$ cat src/rtl/ser_data_pkg.sv
// ============================================================================
// ser_data_pkg : shared timing constants, state encoding and helpers
// Revision     : 1.0
// ============================================================================
`default_nettype none

package ser_data_pkg;

    localparam int c_DEF_CLKS_PER_BIT = 50;
    localparam int c_DEF_DATA_W       = 8;

    // Sample offsets relative to the bit centre (CLKS_PER_BIT/2)
    localparam int c_SAMPLE_OFS_EARLY = -1;
    localparam int c_SAMPLE_OFS_MID   = 0;
    localparam int c_SAMPLE_OFS_LATE  = 1;

    typedef enum logic [1:0] {
        ST_IDLE = 2'd0,
        ST_RECV = 2'd1,
        ST_DONE = 2'd2
    } state_t;

    function automatic int frame_len(input int cpb, input int dw);
        return cpb * dw;
    endfunction

    function automatic int sample_point(input int cpb, input int bit_idx, input int ofs);
        return bit_idx * cpb + cpb / 2 + ofs;
    endfunction

    function automatic logic maj3(input logic a, input logic b, input logic c);
        return (a & b) | (a & c) | (b & c);
    endfunction

endpackage

`default_nettype wire

$ cat src/rtl/ser_bit_sampler.sv
// ============================================================================
// ser_bit_sampler : 3-point bit-centre sampling with 2-of-3 majority vote
// Revision        : 1.0
// ============================================================================
`default_nettype none

module ser_bit_sampler
    import ser_data_pkg::*;
#(
    parameter int CLKS_PER_BIT = c_DEF_CLKS_PER_BIT,
    parameter int DATA_W       = c_DEF_DATA_W,
    parameter int CNT_W        = 9
) (
    input  logic             clk,
    input  logic             rst,
    input  logic             en_i,
    input  logic             rx_s_i,
    input  logic [CNT_W-1:0] cnt_i,
    output logic             bit_o,
    output logic             bit_valid_o
);

    logic w_at_early;
    logic w_at_mid;
    logic w_at_late;
    logic early_q;
    logic mid_q;

    always_comb begin
        w_at_early = 1'b0;
        w_at_mid   = 1'b0;
        w_at_late  = 1'b0;
        for (int i = 0; i < DATA_W; i++) begin
            if (cnt_i == CNT_W'(sample_point(CLKS_PER_BIT, i, c_SAMPLE_OFS_EARLY)))
                w_at_early = 1'b1;
            if (cnt_i == CNT_W'(sample_point(CLKS_PER_BIT, i, c_SAMPLE_OFS_MID)))
                w_at_mid = 1'b1;
            if (cnt_i == CNT_W'(sample_point(CLKS_PER_BIT, i, c_SAMPLE_OFS_LATE)))
                w_at_late = 1'b1;
        end
    end

    always_ff @(posedge clk) begin
        if (rst) begin
            early_q <= 1'b0;
            mid_q   <= 1'b0;
        end else if (en_i) begin
            if (w_at_early) early_q <= rx_s_i;
            if (w_at_mid)   mid_q   <= rx_s_i;
        end
    end

    // The third sample is the live value, so the vote resolves on the late point
    assign bit_o       = maj3(early_q, mid_q, rx_s_i);
    assign bit_valid_o = en_i & w_at_late;

endmodule

`default_nettype wire

$ cat src/rtl/ser_data_receiver.sv
// ============================================================================
// ser_data_receiver : en-framed serial receiver with majority sampling
// Revision          : 1.0
// ============================================================================
`default_nettype none

module ser_data_receiver
    import ser_data_pkg::*;
#(
    parameter int CLKS_PER_BIT = c_DEF_CLKS_PER_BIT,
    parameter int DATA_W       = c_DEF_DATA_W
) (
    input  logic              clk,
    input  logic              rst,
    input  logic              en,
    input  logic              rx,
    input  logic              rx_ready,
    output logic [DATA_W-1:0] rx_data,
    output logic              rx_valid,
    output logic              rx_done,
    output logic              overrun
);

    localparam int c_FRAME_LEN = frame_len(CLKS_PER_BIT, DATA_W);
    localparam int c_CNT_W     = (c_FRAME_LEN > 1) ? $clog2(c_FRAME_LEN) : 1;
    localparam logic [c_CNT_W-1:0] c_CNT_LAST = c_CNT_W'(c_FRAME_LEN - 1);

    state_t              state_q;
    state_t              state_d;
    logic                rx_meta_q;
    logic                rx_s_q;
    logic [c_CNT_W-1:0]  cnt_q;
    logic [DATA_W-1:0]   shift_q;
    logic [DATA_W-1:0]   rx_data_q;
    logic                rx_valid_q;
    logic                rx_done_q;
    logic                overrun_q;
    logic                w_frame_end;
    logic                w_bit;
    logic                w_bit_valid;

    ser_bit_sampler #(
        .CLKS_PER_BIT (CLKS_PER_BIT),
        .DATA_W       (DATA_W),
        .CNT_W        (c_CNT_W)
    ) u_sampler (
        .clk         (clk),
        .rst         (rst),
        .en_i        (en),
        .rx_s_i      (rx_s_q),
        .cnt_i       (cnt_q),
        .bit_o       (w_bit),
        .bit_valid_o (w_bit_valid)
    );

    always_ff @(posedge clk) begin
        if (rst) begin
            rx_meta_q <= 1'b0;
            rx_s_q    <= 1'b0;
            cnt_q     <= '0;
            state_q   <= ST_IDLE;
        end else begin
            rx_meta_q <= rx;
            rx_s_q    <= rx_meta_q;
            state_q   <= state_d;
            if (!en || cnt_q == c_CNT_LAST)
                cnt_q <= '0;
            else
                cnt_q <= cnt_q + c_CNT_W'(1);
        end
    end

    always_comb begin
        state_d     = state_q;
        w_frame_end = 1'b0;
        if (!en) begin
            state_d = ST_IDLE;
        end else begin
            case (state_q)
                ST_IDLE: state_d = ST_RECV;
                ST_RECV: begin
                    if (cnt_q == c_CNT_LAST) begin
                        state_d     = ST_DONE;
                        w_frame_end = 1'b1;
                    end
                end
                ST_DONE: state_d = ST_RECV;
                default: state_d = ST_IDLE;
            endcase
        end
    end

    // Clearing on en low discards any partial frame
    always_ff @(posedge clk) begin
        if (rst || !en)
            shift_q <= '0;
        else if (w_bit_valid)
            shift_q <= {w_bit, shift_q[DATA_W-1:1]};
    end

    always_ff @(posedge clk) begin
        if (rst) begin
            rx_data_q  <= '0;
            rx_valid_q <= 1'b0;
            rx_done_q  <= 1'b0;
            overrun_q  <= 1'b0;
        end else begin
            rx_done_q <= w_frame_end;
            overrun_q <= w_frame_end & rx_valid_q & ~rx_ready;
            if (w_frame_end) begin
                rx_data_q  <= shift_q;
                rx_valid_q <= 1'b1;
            end else if (rx_valid_q && rx_ready) begin
                rx_valid_q <= 1'b0;
            end
        end
    end

    assign rx_data  = rx_data_q;
    assign rx_valid = rx_valid_q;
    assign rx_done  = rx_done_q;
    assign overrun  = overrun_q;

endmodule

`default_nettype wire

$ cat config.mk
export PLATFORM = sky130hd
export DESIGN_NAME = ser_data_receiver
export DESIGN_NICKNAME = d
export VERILOG_FILES = /design/src/rtl/ser_data_pkg.sv /design/src/rtl/ser_bit_sampler.sv /design/src/rtl/ser_data_receiver.sv
export SDC_FILE = /design/constraint.sdc
export NUM_CORES = 1
export LEC_CHECK = 0
export CAP_MARGIN = 10
export CORE_MARGIN = 2
export CORE_UTILIZATION = 40
export CTS_BUF_LIST = sky130_fd_sc_hd__clkbuf_8 sky130_fd_sc_hd__clkbuf_16
export DETAILED_ROUTE_END_ITERATION = 6
export DONT_BUFFER_PORTS = 1
export PLACE_DENSITY = 0.5
export SETUP_SLACK_MARGIN = 0.3
export SLEW_MARGIN = 10
export SYNTH_ARGS = -nofsm -noshare
export SYNTH_HDL_FRONTEND = slang
export SYNTH_SLANG_ARGS = --single-unit
$ cat constraint.sdc
create_clock -name clk -period 4.3 [get_ports clk]
set_clock_uncertainty 0.05 [all_clocks]
set_input_delay 0.86 -clock clk [delete_from_list [all_inputs] [get_ports clk]]
set_output_delay 0.86 -clock clk [all_outputs]
set_load 0.1 [all_outputs]
### Word level (Yosys, flattened, before mapping)

Index checks and enable logic that the tools add are counted.

* logic and storage cells: 92
* bits of input ports: 5
* bits in registers: 34

* reductions and logical operators: 11
* multiplexer cells: 31
* add/sub/neg operators: 1
* bitwise gates (word level): 10
* equality and inequality tests: 28

Operator list (count)
* == test 9 bit (second input constant): 10
* == test 9 x 7 -> 1 bit (second input constant): 6
* == test 9 x 8 -> 1 bit (second input constant): 6
* 2-to-1 mux 1 bit: 29
* == test 9 x 5 -> 1 bit (second input constant): 3
* adder 9 x 1 -> 9 bit (second input constant): 1
* bitwise AND 1 bit: 6
* OR reduction 2 bit: 3
* one-hot mux 2 bit (2 select lines): 1
* AND reduction 2 bit: 2
* == test 2 x 1 -> 1 bit (second input constant): 1
* == test 2 bit (second input constant): 1
* logical NOT 2 bit: 1
* logical OR 1 bit: 2
* 2-to-1 mux 2 bit: 1
* inequality test 2 bit (second input constant): 1
* inverter 1 bit: 2
* bitwise OR 1 bit: 2
* nonzero test 2 bit: 1
* logical AND 1 bit: 1
* logical NOT 1 bit: 1

### Depth between registers and ports, before layout

Gate-level depths: netlist of the first run.

* depth in word-level cells: 10
* gate-level depth with buffers: 7

### Hierarchy

Synthesis of the first run repeated with hierarchy kept, for this count alone.

* cells, all modules: 170
* area total of the unflattened synthesis: 1635.3 um^2

Modules (own cells, without submodules)
* ser_data_receiver: area each 1255.0 um^2, instances 1, cells each 121
* ser_bit_sampler: area each 380.4 um^2, instances 1, cells each 49

### Worst setup path after synthesis of the first run

OpenSTA, ideal clock, no wires.

* path type: reg2reg
* from: register cnt_q[0]
* to: register shift_q[0]
* period minus slack after synthesis: 1.929 ns
* slack: 2.371 ns
* data required time: 4.177 ns
* cell stages (with the launch flop): 8
* path buffers: 0
* data arrival time: 1.806 ns
* cell sequence: dfxtp_1 > inv_1 > ha_1 > and3b_1 > a221oi_2 > a31oi_4 > o2111ai_4 > mux2i_1

* cells in the longest elaborated chain, start to end: 10
* elaborated cells on any way between the ends: 17
* classes of those cells: eq/ne: 8; mux: 8; bitwise: 1

RTL lines
* start, declared: line ser_data_receiver.sv:32 `logic [c_CNT_W-1:0] cnt_q;`
* start signal, assigned: line ser_data_receiver.sv:69 `cnt_q <= cnt_q + c_CNT_W'(1);`
* == test 9 x 5 -> 1 bit: line ser_bit_sampler.sv:38 `if (cnt_i == CNT_W'(sample_point(CLKS_PER_BIT, i, c_SAMPLE_OFS_LATE)))`
* 2-to-1 mux 1 bit (7 in series): line ser_bit_sampler.sv:38
* 2-to-1 mux 1 bit *: line ser_bit_sampler.sv:38
* bitwise AND 1 bit *: line ser_bit_sampler.sv:55 `assign bit_valid_o = en_i & w_at_late;`
* end signal, assigned: line ser_data_receiver.sv:98 `shift_q <= {w_bit, shift_q[DATA_W-1:1]};`
* end, declared: line ser_data_receiver.sv:33 `logic [DATA_W-1:0] shift_q;`

Mark *: on every way between the ends. The rest lies on a longest branch, timed or not.
A chain may end at the register's enable or synchronous reset.

### Final worst setup path of the first run

* from: register cnt_q[6]
* to: register shift_q[6]

Same word-level chain as after synthesis.

==> results of run 1 <==
## cell usage in the layout (no fill, tap or decap), types with 3 or more instances in the layout
cell type	synthesis	final
clkbuf_8	0	6
nand2_1	15	15
inv_1	5	5
nand3_1	5	5
nor2_1	20	20
xnor2_1	4	4
and3_1	3	3
mux2i_1	18	18
nand2b_1	5	5
ha_1	4	4
nor2b_1	4	4
dfxtp_1	34	34
## worst paths after layout
path                            startpoint          to  slack, ns  cells past startpoint
worst max register to register    cnt_q[6]  shift_q[6]       2.08                      5
worst max-delay path              cnt_q[6]  shift_q[6]       2.08                      5
worst min register to register   rx_meta_q      rx_s_q       0.40                      1
worst min-delay path             rx_meta_q      rx_s_q       0.40                      1
## metal layers
layer,share of wire [%],global-route usage (%)
met5,0,0
met4,1.3,7.000
met3,6.0,6.006
met2,43,20.07
met1,49,20.70
## flip-flops by register name, indices dropped and copies added (netlist names)
register           cells
rx_done                1
u_sampler.mid_q        1
shift_q                8
rx_valid               1
state_q                2
rx_meta_q              1
u_sampler.early_q      1
rx_s_q                 1
cnt_q                  9
rx_data                8
overrun                1
## where the power goes
group | switching (W) | internal (W)
clock network | 0.000117 | 0.000129
logic | 0.00000617 | 0.00000426
registers | 0.00000190 | 0.000317
total | 0.000125 | 0.000450
## cell usage after synthesis, types with 2 or more instances
cell type / n
dfxtp_1: 34
nor2_1: 20
mux2i_1: 18
nand2_1: 15
buf_2: 6
inv_1: 5
nand2b_1: 5
nand3_1: 5
clkbuf_1: 4
ha_1: 4
nor2b_1: 4
xnor2_1: 4
and3_1: 3
a21oi_1: 2
a221o_1: 2
and3b_1: 2
nand4_1: 2
nor3_1: 2
nor4_1: 2
nor4b_1: 2
o211ai_1: 2
o21ai_0: 2
xor2_1: 2
## metrics by stage
step / area (sq um) / hold WS [ns] / power, W / setup slack, ns / instances
global placement: 1673 / 0.3833 / 0.0003367 / 2.161 / 211
CTS: 1768 / 0.4041 / 0.0005813 / 2.109 / 219
finish: 1768 / 0.3996 / 0.0005752 / 2.077 / 219
global route: 1768 / 0.4074 / 0.0005992 / 1.949 / 219
floorplan: 1667 / 0.3638 / 0.0003362 / 2.371 / 172
detailed placement: 1673 / 0.3917 / 0.0003367 / 2.130 / 211
## cell type report
cell class                      instances  area, sq um
Inverter                                5        18.77
Sequential cell                        34        680.7
Fill cell                             390         2232
Multi-Input combinational cell        122        910.9
Tap cell                               50        62.56
Clock inverter                          2        12.51
Clock buffer                            6        82.58
## worst reg2reg max path, cell delays in order (launching register included)
cell,delay [ns]
dfxtp_1,0.56
nor4b_2,0.42
nor3b_1,0.42
or3b_1,0.22
o2111ai_4,0.24
mux2i_1,0.19
## logic make-up (layout without fill, tap and decap cells)
group,after synthesis,count (layout),share of synthesized area [%]
AOI/OAI and AO/OA,19,19,12.16
xor gates and xnor gates,6,6,3.153
adders and majority gates,5,5,3.604
buffers and inverters,16,13,4.504
DFF,34,34,40.84
muxes,18,18,10.81
and+or+nand+nor,74,74,24.93
==> metrics.log, run 1 <==
[metrics] run status: finished, final reports clean
[metrics] global-route wire length before repair: just over 5000 um
[metrics] horizontal die dimension: between 60 and 70 um
[metrics] kind of cell adding the most delay to the critical path: simple AND/OR/NAND/NOR gates
[metrics] average cell area after synthesis: between 9 and 10 sq um
[metrics] HPWL Detailed: roughly 2300 um
[metrics] Post-Route WL: 3164 um
[metrics] post-synthesis cell type with the largest combined area: dfxtp_1
[metrics] DRC violation total after the first TritonRoute iteration: 64
[metrics] CTS H-Tree Depth: 2
[metrics] fraction of post-synthesis cell area in the top cell type by area: about two fifths
[metrics] power per unit of standard cell area: approximately 330 nW/um^2
[metrics] overflow left after global routing: 0
[metrics] Max Buffers Root-to-Sink: 2
[metrics] number of global-route vias before repair: ~1100
[metrics] Wirelength per Cell: 14.45 um
[metrics] CTS tree: done
[metrics] synth-to-layout area growth: 6.081%
[metrics] period utilisation layout: 51.71%
[metrics] RSZ-0062 raised after global routing: no
[metrics] initial cell density of the core: around two fifths
[metrics] layout cells sized above 1: roughly a tenth
[metrics] number of synthesized register bits: 34
[metrics] maximum fanout count along the critical path: 11
[metrics] clock sink count: 34
[metrics] Worst Setup End Kind: flip-flop
[metrics] MaxCap Viol Count: 0
[metrics] Floorplan Core Area: about 4000 sq um
[metrics] number of vias per cell after detailed routing: 5.507
[metrics] num ports: 16
[metrics] Post-synth EDFFs: 0
[metrics] Synth Warn #: 0
[metrics] post-synthesis instance total: between 150 and 200
[metrics] Max stage delay cell, worst path: dfxtp_1
[metrics] final-report max-slew violation count: 0
[metrics] height of the die: slightly below 70 um
[metrics] Port Buffers: 0
[metrics] total via count after detailed routing: 1206
[metrics] clock transition at the registers of the reported paths: roughly 0.070 ns
[metrics] antenna diode count: 0
[metrics] Mapped Area: between 1500 and 2000 sq um
[metrics] Post-DRT Antenna Nets: 0
[metrics] Least-Margin Pin Slew: around 0.99 ns
[metrics] number of detailed-routing iterations run before antenna repair: 4
[metrics] antenna violations before repair: 0
[metrics] share of flip-flops with an asynchronous set or reset: 0%
[metrics] Remaining DRCs: 0
[metrics] static leakage power: about 0.7 nW
[metrics] number of buffers created by CTS: 5
[metrics] top flip-flop cell by instance count after synthesis: dfxtp_1
[metrics] setup TNS: 0 ns
[metrics] pin count of the biggest net entering global routing: 19
[metrics] floorplan die area: 4699 sq um
[metrics] Post-CTS Hold Fix Bufs: 0
[metrics] total global routing track utilization: between 10% and 20%
[metrics] launching element type of the critical path: flip-flop
[metrics] Hold/Removal Path Class: flip-flop to flip-flop
[metrics] final setup vio count: 0
[metrics] crit path time final: roughly 2.2 ns
[metrics] Relative slew margins: about a third
[metrics] critical path, cell by cell: nor4b_2, nor3b_1, or3b_1, o2111ai_4, mux2i_1
[metrics] arrival time of data at the critical path endpoint: 2.33 ns
[metrics] sequential element share of the synthesized area: 40.84%
[metrics] # nets final: 177
[metrics] Data required, critical path: around 4.4 ns
[metrics] Fmax: between 400 and 500 MHz
[metrics] Clock Latency Late Sink: 0.28 ns
[metrics] Final Hold Fails: 0
[metrics] Root Buffer: clkbuf_8
[metrics] row count: 23
[metrics] largest stage delay on the critical path: between 0.5 and 0.6 ns
[metrics] Post-Syn Nets: ~180
[metrics] peak supply drop: 0.1515 mV
[metrics] cells taking the most area after synthesis: dfxtp_1 41%, mux2i_1 11%, nor2_1 4.5%
[metrics] number of distinct standard cells referenced by the synthesized netlist: 48
[metrics] final weighted congestion in routability-driven placement: approximately 0.87
[metrics] Setup Buffers After CTS: 0
[metrics] type of the worst setup path: flip-flop to flip-flop
[metrics] Post-Route Utilization: between 40% and 50%
[metrics] sum of buffers and inverters on the critical path: 0
[metrics] CTS resizes: 0
(Power assumes the default switching activity.)
==> inputs of run 2 (changes only) <==
clock period = 2.3 ns   (was 4.3 ns; I/O delays follow)
==> metrics.log, run 2 (synthesized netlist as in run 1, its figures left out) <==
[metrics] run status: finished, final reports clean (unchanged)
[metrics] Worst Setup End Kind: flip-flop (unchanged)
[metrics] initial cell density of the core: 41.66% (unchanged)
[metrics] crit path time final: 1.943 ns (was 2.223 ns)
[metrics] power per unit of standard cell area: 520.2 nW/um^2 (was 325.3 nW/um^2)
[metrics] RSZ-0062 raised after global routing: yes (was no)
[metrics] height of the die: 68.55 um (unchanged)
[metrics] num ports: 16 (unchanged)
[metrics] Remaining DRCs: 0 (unchanged)
[metrics] Final Instance Count excl. Fillers: 237 (was 219)
[metrics] CTS H-Tree Depth: 2 (unchanged)
[metrics] Clock Latency Late Sink: 0.28 ns (about the same)
[metrics] Post-DRT Antenna Nets: 0 (unchanged)
[metrics] # nets final: 196 (was 177)
[metrics] clock transition at the registers of the reported paths: 0.06 ns (was 0.07 ns)
[metrics] number of vias per cell after detailed routing: 5.409 (was 5.507)
[metrics] clock sink count: 34 (unchanged)
[metrics] total via count after detailed routing: 1282 (was 1206)
[metrics] Post-CTS Hold Fix Bufs: 0 (unchanged)
[metrics] number of placed instances with taps included: 227 (was 211)
[metrics] overall power: 0.001023 W (was 0.0005752 W)
[metrics] type of the worst setup path: flip-flop to flip-flop (unchanged)
[metrics] period utilisation layout: 84.47% (was 51.71%)
[metrics] Wirelength per Cell: 14.33 um (was 14.45 um)
[metrics] Hold/Removal Path Class: input pin to flip-flop (was flip-flop to flip-flop)
[metrics] final weighted congestion in routability-driven placement: 0.9237 (was 0.8680)
[metrics] Root Buffer: clkbuf_8 (unchanged)
[metrics] top library cells by usage in the layout, fill and taps aside: 26 x dfxtp_1, 20 x nor2_1, 18 x mux2i_1, 17 x buf_4, 14 x nand2_1 (was 34 x dfxtp_1, 20 x nor2_1, 18 x mux2i_1, 15 x nand2_1, 6 x clkbuf_8)
[metrics] smallest hold slack: 0.1895 ns (was 0.3996 ns)
[metrics] Relative slew margins: 67.67% (was 33.92%)
[metrics] setup TNS: 0 ns (unchanged)
[metrics] Final Hold Fails: 0 (unchanged)
[metrics] max FFs per register: 9 (unchanged)
[metrics] Least-Margin Pin Slew: 0.4844 ns (was 0.9898 ns)
[metrics] CTS tree: done (unchanged)
[metrics] row count: 23 (unchanged)
[metrics] Post-Route WL: 3397 um (was 3164 um)
[metrics] number of global-route vias before repair: 1173 (was 1070)
[metrics] pin count of the biggest net entering global routing: 19 (unchanged)
[metrics] dpl ws: 0.1794 ns (was 2.130 ns)
[metrics] Max Buffers Root-to-Sink: 2 (unchanged)
[metrics] Fmax: 514.7 MHz (was 449.8 MHz)
[metrics] final-layout fill cell count: 371 (was 390)
[metrics] DRC violation total after the first TritonRoute iteration: 21 (was 64)
[metrics] largest stage delay on the critical path: 0.41 ns (was 0.56 ns)
[metrics] horizontal die dimension: 68.55 um (unchanged)
[metrics] sequential cell area: 695.7 sq um (was 680.7 sq um)
[metrics] HPWL Detailed: 2444 um (was 2276 um)
[metrics] kind of cell adding the most delay to the critical path: simple AND/OR/NAND/NOR gates (unchanged)
[metrics] number of detailed-routing iterations run before antenna repair: 4 (unchanged)
[metrics] final-report max-slew violation count: 0 (unchanged)
[metrics] Max stage delay cell, worst path: nor4b_4 (was dfxtp_1)
[metrics] MaxCap Viol Count: 0 (unchanged)
[metrics] arrival time of data at the critical path endpoint: 2.06 ns (was 2.33 ns)
[metrics] overflow left after global routing: 0 (unchanged)
[metrics] final setup vio count: 0 (unchanged)
[metrics] most frequent standard cell in the layout excluding fill and tap cells: dfxtp_1 (unchanged)
[metrics] Most flops, register: cnt_q (unchanged)
[metrics] global-route wire length before repair: 5354 um (was 5140 um)
[metrics] total global routing track utilization: 15.57% (was 14.99%)
[metrics] final worst-path setup slack: 0.3572 ns (was 2.077 ns)
[metrics] number of buffers created by CTS: 5 (unchanged)
[metrics] static leakage power: 0.8105 nW (was 0.7018 nW)
[metrics] sum of buffers and inverters on the critical path: 1 (was 0)
[metrics] area occupied by multi-input gates: 960.9 sq um (was 910.9 sq um)
[metrics] peak supply drop: 0.2514 mV (was 0.1515 mV)
[metrics] Port Buffers: 0 (unchanged)
[metrics] Data required, critical path: 2.42 ns (was 4.41 ns)
[metrics] layout cells sized above 1: 26.74% (was 10.06%)
[metrics] maximum fanout count along the critical path: 8 (was 11)
[metrics] critical path, cell by cell: nor4b_4, nor3b_1, or3b_1, o2111ai_4, buf_6, mux2i_1 (was nor4b_2, nor3b_1, or3b_1, o2111ai_4, mux2i_1)
[metrics] antenna diode count: 0 (unchanged)
[metrics] synth-to-layout area growth: 18.02% (was 6.081%)
[metrics] antenna violations before repair: 0 (unchanged)
[metrics] floorplan die area: 4699 sq um (unchanged)
[metrics] Floorplan Core Area: 4000 sq um (unchanged)
[metrics] launching element type of the critical path: flip-flop (unchanged)
[run 2: cell count changes in the layout (fill, tap and decap cells not counted), sizes merged]
cell	change
buf	+19
clkbuf	-1
clkinv	+1
clkinvlp	-1
[run 2: final cells by class]
type                            instances  area share (%)
Tap cell                               50           3.181
Timing Repair Buffer                   19           7.634
Multi-Input combinational cell        122           48.85
Clock inverter                          2          0.5089
Clock buffer                            5           3.499
Sequential cell                        34           35.37
Inverter                                5          0.9542
[run 2: metrics by stage]
step	instance area, sq um	util (%)
5_1_grt	1967	49.17
3_5_place_dp	1793	44.82
2_1_floorplan	1667	-
6_report	1967	49.17
3_3_place_gp	1793	44.82
4_1_cts	1914	47.86
[run 2: final timing paths]
path | startpoint | endpoint | slack (ns) | cells after the start
max | cnt_q[5] | shift_q[1] | 0.36 | 6
min | rst | rx_valid | 0.19 | 1
max reg2reg | cnt_q[5] | shift_q[1] | 0.36 | 6
min reg2reg | cnt_q[0] | cnt_q[0] | 0.39 | 1
[run 2: worst register-to-register path, stage by stage, from the launching register on]
cell       delay [ns]
dfxtp_2          0.38
nor4b_4          0.41
nor3b_1          0.37
or3b_1           0.21
o2111ai_4        0.13
buf_6            0.16
mux2i_1          0.12
[run 2: layer usage]
layer	vias to the layer above	track usage (%)	part of all wire (%)
li1	636	-	-
met1	613	20.52	48
met2	25	22.72	45
met3	8	4.870	5.1
met4	0	8.000	2.1
met5	-	0	0
[run 2: where the power goes]
part / switching [W] / total (W) / internal (W)
clock: 0.000202 / 0.000405 / 0.000203
combinational: 0.0000130 / 0.0000237 / 0.0000107
sequential: 0.00000311 / 0.000595 / 0.000592
[run 2: repair_timing]
item | in CTS | in global routing
pin swaps | 3 | 4
buffers inserted | 2 | 1
endpoints found under the setup margin | 9 | 19
gates resized for setup | 10 | 11
==> inputs of run 3 (changes only) <==
clock period = 1.9 ns   (was 2.3 ns; I/O delays follow)
==> metrics.log, run 3 (synthesized netlist as in run 1, its figures left out) <==
[metrics] type of the worst setup path: flip-flop to flip-flop (unchanged)
[metrics] antenna diode count: 0 (unchanged)
[metrics] number of detailed-routing iterations run before antenna repair: 4 (unchanged)
[metrics] clock sink count: 34 (unchanged)
[metrics] Post-DRT Antenna Nets: 0 (unchanged)
[metrics] peak supply drop: 0.3650 mV (was 0.2514 mV)
[metrics] number of buffers created by CTS: 5 (unchanged)
[metrics] global-route wire length before repair: 6313 um (was 5354 um)
[metrics] reg-to-reg setup timing slack: 0.005 ns (was 0.36 ns)
[metrics] max FFs per register: 9 (unchanged)
[metrics] sequential cell area: 695.7 sq um (unchanged)
[metrics] sequential group share of total power: 49.8% (was 58.1%)
[metrics] initial cell density of the core: 41.66% (unchanged)
[metrics] num ports: 16 (unchanged)
[metrics] Remaining DRCs: 0 (unchanged)
[metrics] Final Instance Count excl. Fillers: 265 (was 237)
[metrics] final-report max-slew violation count: 0 (unchanged)
[metrics] MaxCap Viol Count: 0 (unchanged)
[metrics] Fmax: 527.8 MHz (was 514.7 MHz)
[metrics] Port Buffers: 0 (unchanged)
[metrics] Hold/Removal Path Class: input pin to flip-flop (unchanged)
[metrics] area occupied by multi-input gates: 1052 sq um (was 960.9 sq um)
[metrics] overflow left after global routing: 0 (unchanged)
[metrics] top library cells by usage in the layout, fill and taps aside: 42 x buf_4, 26 x dfxtp_1, 20 x nor2_1, 17 x mux2i_1, 12 x nand2_1 (was 26 x dfxtp_1, 20 x nor2_1, 18 x mux2i_1, 17 x buf_4, 14 x nand2_1)
[metrics] total internal power: 0.001156 W (was 0.0008052 W)
[metrics] Post-CTS Hold Fix Bufs: 0 (unchanged)
[metrics] crit path time final: 1.895 ns (was 1.943 ns)
[metrics] pin count of the biggest net entering global routing: 19 (unchanged)
[metrics] Post-Route Utilization: 57.77% (was 49.17%)
[metrics] net switching power: 0.0002860 W (was 0.0002180 W)
[metrics] portion of total power attributed to combinational logic: 3.1% (was 2.3%)
[metrics] number of placed instances with taps included: 245 (was 227)
[metrics] Most flops, register: cnt_q (unchanged)
[metrics] final setup vio count: 0 (unchanged)
[metrics] number of vias per cell after detailed routing: 5.272 (was 5.409)
[metrics] static leakage power: 0.9981 nW (was 0.8105 nW)
[metrics] horizontal die dimension: 68.55 um (unchanged)
[metrics] height of the die: 68.55 um (unchanged)
[metrics] Wirelength per Cell: 15.02 um (was 14.33 um)
[metrics] Final Hold Fails: 0 (unchanged)
[metrics] final-layout fill cell count: 335 (was 371)
[metrics] arrival time of data at the critical path endpoint: 2.02 ns (was 2.06 ns)
[metrics] Least-Margin Pin Slew: 0.3801 ns (was 0.4844 ns)
[metrics] HPWL Detailed: 2674 um (was 2444 um)
[metrics] run status: finished, final reports clean (unchanged)
[metrics] Relative slew margins: 74.26% (was 67.67%)
[metrics] Post-Route WL: 3981 um (was 3397 um)
[metrics] Max Buffers Root-to-Sink: 2 (unchanged)
[metrics] Clock Latency Late Sink: 0.29 ns (was 0.28 ns)
[metrics] CTS tree: done (unchanged)
[metrics] power per unit of standard cell area: 624.2 nW/um^2 (was 520.2 nW/um^2)
[metrics] most frequent standard cell in the layout excluding fill and tap cells: buf_4 (was dfxtp_1)
[metrics] total via count after detailed routing: 1397 (was 1282)
[metrics] RSZ-0062 raised after global routing: yes (unchanged)
[metrics] floorplan die area: 4699 sq um (unchanged)
[metrics] net switching fraction of the power: 19.83% (was 21.31%)
[metrics] synth-to-layout area growth: 38.66% (was 18.02%)
[metrics] number of global-route vias before repair: 1334 (was 1173)
[metrics] Floorplan Core Area: 4000 sq um (unchanged)
[metrics] final weighted congestion in routability-driven placement: 0.8227 (was 0.9237)
[metrics] antenna violations before repair: 0 (unchanged)
[metrics] # nets final: 224 (was 196)
[metrics] Data required, critical path: 2.03 ns (was 2.42 ns)
[metrics] period utilisation layout: 99.72% (was 84.47%)
[metrics] clock transition at the registers of the reported paths: 0.07 ns (was 0.06 ns)
[metrics] maximum fanout count along the critical path: 8 (unchanged)
[metrics] CTS H-Tree Depth: 2 (unchanged)
[metrics] DRC violation total after the first TritonRoute iteration: 44 (was 21)
[metrics] launching element type of the critical path: flip-flop (unchanged)
[metrics] total global routing track utilization: 18.54% (was 15.57%)
[metrics] proportion of power drawn by the clock network: 47.1% (was 39.5%)
[metrics] Root Buffer: clkbuf_8 (unchanged)
[metrics] layout cells sized above 1: 42.79% (was 26.74%)
[metrics] Worst Setup End Kind: flip-flop (unchanged)
[metrics] row count: 23 (unchanged)
[run 3: cell count changes in the layout (fill, tap and decap cells not counted), moves of 2 or more]
| cell | delta |
|---|---|
| nand2_1 | -2 |
| nor4_2 | +2 |
| inv_2 | +2 |
| ha_4 | +2 |
| inv_1 | -2 |
| buf_4 | +25 |
| nor4_1 | -2 |
| clkinv_2 | -2 |
| nand2_4 | +3 |
[run 3: final cells by class]
type | count | area share [%]
Clock buffer | 6 | 3.573
Clock inverter | 1 | 1.299
Inverter | 5 | 0.8121
Multi-Input combinational cell | 123 | 45.53
Sequential cell | 34 | 30.10
Tap cell | 50 | 2.707
Timing Repair Buffer | 46 | 15.97
[run 3: what timing repair did]
| action | in CTS | in global routing |
|---|---|---|
| pin swaps | 8 | 1 |
| setup buffers | 11 | 1 |
| resized for setup | 24 | 12 |
| setup endpoints to repair | 28 | 26 |
| cloned | 1 | 0 |
[run 3: worst max-delay path: stages (launching register included)]
cell and delay (ns):
dfxtp_4 0.38, buf_4 0.13, nand3_4 0.08, or4_4 0.50
a31oi_4 0.20, o2111ai_4 0.13, buf_12 0.17, mux2i_2 0.14
[run 3: power by group through the flow]
stage	clock (W)	sequential, W	combinational [W]
2_1_floorplan	0	0.000738	0.0000265
3_3_place_gp	0	0.000737	0.0000328
3_5_place_dp	0	0.000737	0.0000346
4_1_cts	0.000697	0.000718	0.0000407
5_1_grt	0.000722	0.000718	0.0000499
6_report	0.000680	0.000718	0.0000452
[run 3: worst paths after layout]
check | from | endpoint | cells past startpoint
worst max-delay path | cnt_q[5] | shift_q[0] | 7
worst max register to register | cnt_q[5] | shift_q[0] | 7
worst min-delay path | rst | rx_data[6] | 1
worst min register to register | rx_meta_q | rx_s_q | 1
[run 3: routing by layer]
metal / routed length (um) / global-route usage, % / up-vias
met3: 191 / 5.032 / 7
met1: 1828 / 24.20 / 665
met4: 53 / 7.250 / 0
met2: 1908 / 28.97 / 31
li1: - / - / 694
met5: 0 / 0 / -
[run 3: per-stage QoR]
step	power, W	setup TNS (ns)	worst slack (ns)	hold slack (ns)	instance area, sq um
3_3_place_gp	0.0007696	0	0.002124	0.3795	1948
4_1_cts	0.001455	0	0.02874	0.09733	2245
5_1_grt	0.001490	-0.2562	-0.05761	0.09615	2311
3_5_place_dp	0.0007716	-0.1231	-0.03515	0.3995	1948
6_report	0.001443	0	0.005244	0.1076	2311
2_1_floorplan	0.0007643	0	0.07193	0.3638	1687
